**src/rtl/keypad_debounce.sv**
```systemverilog
// keypad_debounce: synchronises, debounces and priority-encodes a 20-line keypad
// into a held strobe, an accept/auto-repeat pulse and a 5-bit key code.
`default_nettype none

module keypad_debounce #(
  parameter int DEBOUNCE_CYCLES = 10000,
  parameter int REPEAT_CYCLES   = 0
) (
  input  logic        clk,
  input  logic        nrst,
  input  logic [19:0] buttons,
  output logic [4:0]  keycode,
  output logic        key_strobe,
  output logic        key_pulse,
  output logic        multi_press
);

  localparam int CNT_W = (DEBOUNCE_CYCLES > 2) ? $clog2(DEBOUNCE_CYCLES) : 1;
  localparam int RPT_W = (REPEAT_CYCLES > 2) ? $clog2(REPEAT_CYCLES) : 1;
  localparam logic [CNT_W-1:0] CNT_LAST = CNT_W'(DEBOUNCE_CYCLES - 1);
  localparam logic [RPT_W-1:0] RPT_LAST = RPT_W'((REPEAT_CYCLES > 0) ? REPEAT_CYCLES - 1 : 0);

  typedef enum logic [1:0] {
    S_IDLE         = 2'd0,
    S_PRESS_WAIT   = 2'd1,
    S_HELD         = 2'd2,
    S_RELEASE_WAIT = 2'd3
  } state_t;

  logic [19:0]      r_sync1;
  logic [19:0]      r_sync2;
  state_t           r_state;
  logic [4:0]       r_cand;
  logic [CNT_W-1:0] r_cnt;
  logic [RPT_W-1:0] r_rpt;
  logic [4:0]       r_keycode;
  logic             r_strobe;
  logic             r_pulse;
  logic             r_multi;

  logic             w_any;
  logic [4:0]       w_code;
  logic             w_multi;
  state_t           w_state_nxt;
  logic [4:0]       w_cand_nxt;
  logic [CNT_W-1:0] w_cnt_nxt;
  logic [RPT_W-1:0] w_rpt_nxt;
  logic [4:0]       w_keycode_nxt;
  logic             w_strobe_nxt;
  logic             w_pulse_nxt;

  assign w_any   = |r_sync2;
  // Clearing the lowest set bit leaves something only when two or more are set.
  assign w_multi = |(r_sync2 & (r_sync2 - 20'd1));

  always_comb begin
    w_code = 5'd0;
    for (int i = 19; i >= 0; i--) begin
      if (r_sync2[i]) w_code = 5'(i);
    end
  end

  always_comb begin
    w_state_nxt   = r_state;
    w_cand_nxt    = r_cand;
    w_cnt_nxt     = r_cnt;
    w_rpt_nxt     = r_rpt;
    w_keycode_nxt = r_keycode;
    w_strobe_nxt  = r_strobe;
    w_pulse_nxt   = 1'b0;
    case (r_state)
      S_IDLE: begin
        if (w_any) begin
          w_state_nxt = S_PRESS_WAIT;
          w_cand_nxt  = w_code;
          w_cnt_nxt   = '0;
        end
      end
      S_PRESS_WAIT: begin
        if (!w_any) begin
          w_state_nxt = S_IDLE;
        end else if (w_code != r_cand) begin
          w_cand_nxt = w_code;
          w_cnt_nxt  = '0;
        end else if (r_cnt == CNT_LAST) begin
          w_state_nxt   = S_HELD;
          w_keycode_nxt = r_cand;
          w_strobe_nxt  = 1'b1;
          w_pulse_nxt   = 1'b1;
          w_rpt_nxt     = '0;
        end else begin
          w_cnt_nxt = r_cnt + 1'b1;
        end
      end
      S_HELD: begin
        if (!w_any) begin
          w_state_nxt = S_RELEASE_WAIT;
          w_cnt_nxt   = '0;
        end else if (REPEAT_CYCLES > 0) begin
          // The pulse guard only matters for a one-cycle repeat period.
          if (r_rpt == RPT_LAST && !r_pulse) begin
            w_pulse_nxt = 1'b1;
            w_rpt_nxt   = '0;
          end else if (r_rpt != RPT_LAST) begin
            w_rpt_nxt = r_rpt + 1'b1;
          end
        end
      end
      S_RELEASE_WAIT: begin
        if (w_any) begin
          w_state_nxt = S_HELD;
        end else if (r_cnt == CNT_LAST) begin
          w_state_nxt  = S_IDLE;
          w_strobe_nxt = 1'b0;
        end else begin
          w_cnt_nxt = r_cnt + 1'b1;
        end
      end
      default: w_state_nxt = S_IDLE;
    endcase
  end

  always_ff @(posedge clk or negedge nrst) begin
    if (!nrst) begin
      r_sync1   <= '0;
      r_sync2   <= '0;
      r_state   <= S_IDLE;
      r_cand    <= '0;
      r_cnt     <= '0;
      r_rpt     <= '0;
      r_keycode <= '0;
      r_strobe  <= 1'b0;
      r_pulse   <= 1'b0;
      r_multi   <= 1'b0;
    end else begin
      r_sync1   <= buttons;
      r_sync2   <= r_sync1;
      r_state   <= w_state_nxt;
      r_cand    <= w_cand_nxt;
      r_cnt     <= w_cnt_nxt;
      r_rpt     <= w_rpt_nxt;
      r_keycode <= w_keycode_nxt;
      r_strobe  <= w_strobe_nxt;
      r_pulse   <= w_pulse_nxt;
      r_multi   <= w_multi;
    end
  end

  assign keycode     = r_keycode;
  assign key_strobe  = r_strobe;
  assign key_pulse   = r_pulse;
  assign multi_press = r_multi;

endmodule

`default_nettype wire

```
**config.mk**
```make
export PLATFORM = sky130hd
export DESIGN_NAME = keypad_debounce
export DESIGN_NICKNAME = d
export VERILOG_FILES = /design/src/rtl/keypad_debounce.sv
export SDC_FILE = /design/constraint.sdc
export NUM_CORES = 1
export LEC_CHECK = 0
export ABC_CLOCK_PERIOD_IN_PS = 7100
export CAP_MARGIN = 20
export CORE_ASPECT_RATIO = 1.25
export CORE_MARGIN = 10
export CORE_UTILIZATION = 60
export DETAILED_ROUTE_END_ITERATION = 12
export GPL_TIMING_DRIVEN = 0
export MAX_ROUTING_LAYER = met4
export PLACE_DENSITY = 0.83
export SETUP_SLACK_MARGIN = 0.5
export SLEW_MARGIN = 5
export SYNTH_ARGS = -nofsm -noshare
export SYNTH_HDL_FRONTEND = slang
export SYNTH_SLANG_ARGS = --single-unit
```
**constraint.sdc**
```tcl
create_clock -name clk -period 7.1 [get_ports clk]
set_input_delay 1.775 -clock clk [delete_from_list [all_inputs] [get_ports clk]]
set_output_delay 1.775 -clock clk [all_outputs]
set_load 0.02 [all_outputs]
```
==> metrics.txt <==
setup bufs post-CTS=0; Cell variety after synth=58; first-pass GRT wire length=9880 um; Longest Clk Path Bufs=2; leading area contributor after synthesis=dfrtp_1; Static Leak=1.56 nW; nets@finish=331; total track usage=0.147; PD cells=234 nW/um^2; CP top delay family=simple AND/OR/NAND/NOR gates; GPL Wtd Cong=0.919; VDD IR max=198 uV; syn_area_per_cell=11.4 um^2; placed insts=359; Yosys warnings=0; n_diodes=0; # resized after CTS=0; Sw Pwr=0.000194 W; Die Ht=99.8 um; antenna viol nets, final=0; Post-synth EDFFs=0; CTS tree=yes; Max H-tree Level=3; crit path DAT=3600 ps; Max Cap Viol=0; Initial Util=0.610; area delta synth->final=19.6%; Post-route DRC=0; Via density=5.93; dpl hpwl=4080 um; CP Max Fanout=10; Row Count=29; Core Area=5010 um^2; Iter 0 DRT Violations=133; Logic pwr share=0.079; Vias=2225; Int Power=0.000660 W; Hold Crit Class=register to register; Routed WL=5710 um; CTS root buf=clkbuf_8; CP peak stage delay=600 ps; Die Area=8370 um^2; largest net degree at the start of global routing=70; skew final=8.55 ps; Chip Width=83.8 um; Min Clock Period, post-route=3360 ps; Slew @ Worst Pin=811 ps; total congestion overflow=0; Hold Fails Final Rpt=0; Synth Flop Type=dfrtp_1; Critical path buffers and inverters=3; setup TNS=0 ps; Worst-Skew Late Latency=350 ps; Flop pwr share=0.497; largest cells by area after synthesis=dfrtp_1, nor2_1, mux2_4; most used cell, CP=buf_6; final count of negative-setup-slack endpoints=0; initial antenna violation count=0; CP cell instances=buf_6 -> or4_4 -> buf_6 -> or4_4 -> nor2_4 -> xnor2_1 -> nand4_1 -> or3_1 -> buf_6 -> mux2_4; wire length per cell=15.2 um; status=finished clean; PortBufs=29; synthesized instance count=268; RSZ-0062 raised after global routing=false; sequential area share after synthesis=0.565; Peak Freq=297 MHz; hold_buf cts=0; final cell count without fillers=375; async set or reset register ratio after synthesis=1.00; Max Slew Vio Count=0; Clk pwr share=0.424; drt pass-1 iters=4; Slew headroom=0.459; CTS Sinks=69; share of cells above drive strength 1=0.134; critical path type=register to register; IO Pins=30; CP max-delay cell=or4_4; Syn Nets=291; total CTS buffers=9; Crit. End Element=register; clock-pin slew on the worst setup and hold paths=70 ps; Worst Setup Start Kind=register; vias in the first global route=2154; crit share post-route=0.474; share of the synthesized area in the top cell type=0.565; sw frac=0.227; mapped cell area=3060 um^2; Req. time, crit path=7330 ps; #FFs+latches synth=69
-- state kept, by name, indices dropped and copies added, names as in the netlist, named ones only --
name / flops
r_cnt: 14
r_sync1: 20
key_strobe: 1
key_pulse: 1
keycode: 5
multi_press: 1
r_cand: 5
r_state: 1
r_sync2: 20
-- Yosys cell counts, types with 4 or more instances --
| library cell | number |
|---|---|
| dfrtp_1 | 69 |
| nor2_1 | 33 |
| nand2_1 | 13 |
| a21oi_1 | 12 |
| inv_1 | 9 |
| nand3_1 | 8 |
| nor3_1 | 8 |
| nor4_1 | 8 |
| o21ai_0 | 7 |
| xnor2_1 | 6 |
| xor2_1 | 6 |
| mux2_4 | 5 |
| a211o_1 | 4 |
| a211oi_1 | 4 |
| and3_1 | 4 |
| buf_6 | 4 |
| or4_1 | 4 |
-- cell usage in the layout (no fill, tap or decap), types with 2 or more instances in the layout --
| cell | netlist | routed |
|---|---|---|
| nor3b_1 | 2 | 2 |
| nor2_1 | 33 | 33 |
| o32ai_1 | 3 | 3 |
| dfrtp_1 | 69 | 69 |
| o31ai_1 | 3 | 3 |
| o2111ai_1 | 2 | 2 |
| and4_1 | 2 | 2 |
| a21oi_1 | 12 | 12 |
| nand2_1 | 13 | 13 |
| nor2b_1 | 3 | 3 |
| bufinv_16 | 0 | 2 |
| nor4_1 | 8 | 8 |
| or3_1 | 2 | 2 |
| xor2_1 | 6 | 6 |
| clkbuf_8 | 0 | 11 |
| a211oi_1 | 4 | 4 |
| mux2_4 | 5 | 5 |
| nand3_1 | 8 | 8 |
| inv_1 | 9 | 9 |
| a211o_1 | 4 | 4 |
| buf_6 | 4 | 4 |
| nand2b_1 | 2 | 2 |
| xnor2_1 | 6 | 6 |
| or4_1 | 4 | 4 |
| nand4_1 | 3 | 3 |
| o21ai_0 | 7 | 7 |
| and3_1 | 4 | 4 |
| a21o_1 | 2 | 2 |
| buf_4 | 2 | 3 |
| or4_4 | 3 | 3 |
| clkdlybuf4s50_1 | 0 | 28 |
| a2111oi_0 | 2 | 2 |
| o311ai_0 | 2 | 2 |
| o21a_1 | 3 | 3 |
| mux2_1 | 3 | 3 |
| nor3_1 | 8 | 8 |
-- layout make-up --
cell class | instances | area [um^2]
timing repair buffer | 29 | 288
fill | 356 | 1350
tap | 62 | 77.6
sequential | 69 | 1730
buffer | 7 | 65.1
multi-input combinational | 183 | 1230
clock buffer | 11 | 151
clock inverter | 5 | 81.3
inverter | 9 | 33.8
-- cells by family after synthesis --
logic type / synth area share
flip-flops: 0.565
buffers and inverters: 0.0323
AO/OA/AOI/OAI: 0.146
adder cells (fa/ha/maj): 0.00737
XOR/XNOR: 0.0344
AND/OR/NAND/NOR: 0.176
multiplexers: 0.0389
-- path summary, 6_finish.rpt --
check / depth (start not counted) / end / slack (ps) / from
setup / recovery: 10 / keycode[4] / 3740 / r_sync2[0]
hold / removal: 0 / r_sync2[15] / 350 / r_sync1[15]
setup reg to reg: 10 / keycode[4] / 3740 / r_sync2[0]
hold reg to reg: 0 / r_sync2[15] / 350 / r_sync1[15]
max in group asynchronous: 1 / r_cnt[3] / 5050 / nrst
min in group asynchronous: 1 / r_sync1[3] / 1520 / nrst
-- power groups by stage --
stage               sequential [W]  combinational [W]  clock [W]
floorplan                 0.000428          0.0000414          0
global placement          0.000431          0.0000667          0
detailed placement        0.000431          0.0000685          0
CTS                       0.000424          0.0000685   0.000368
global route              0.000427          0.0000756   0.000387
finish                    0.000424          0.0000678   0.000362
-- per-stage QoR --
step / hold slack (ps) / setup WS, ps / utilization / power (W) / cell area, um^2
6_report: 348 / 3740 / 0.730 / 0.000854 / 3650
5_1_grt: 353 / 3640 / 0.730 / 0.000890 / 3650
3_3_place_gp: 332 / 2210 / 0.684 / 0.000497 / 3420
3_5_place_dp: 335 / 3740 / 0.683 / 0.000500 / 3420
2_1_floorplan: 331 / 3960 / - / 0.000469 / 3060
4_1_cts: 351 / 3720 / 0.730 / 0.000860 / 3650
-- metal layers --
metal | vias to the layer above | share of wire | track usage
met2 | 61 | 0.46 | 0.219
li1 | 1072 | - | -
met3 | 15 | 0.049 | 0.0478
met1 | 1077 | 0.46 | 0.176
met5 | - | 0 | -
met4 | 0 | 0.027 | 0.0735
No activity file was read; power rests on OpenSTA's default activity.
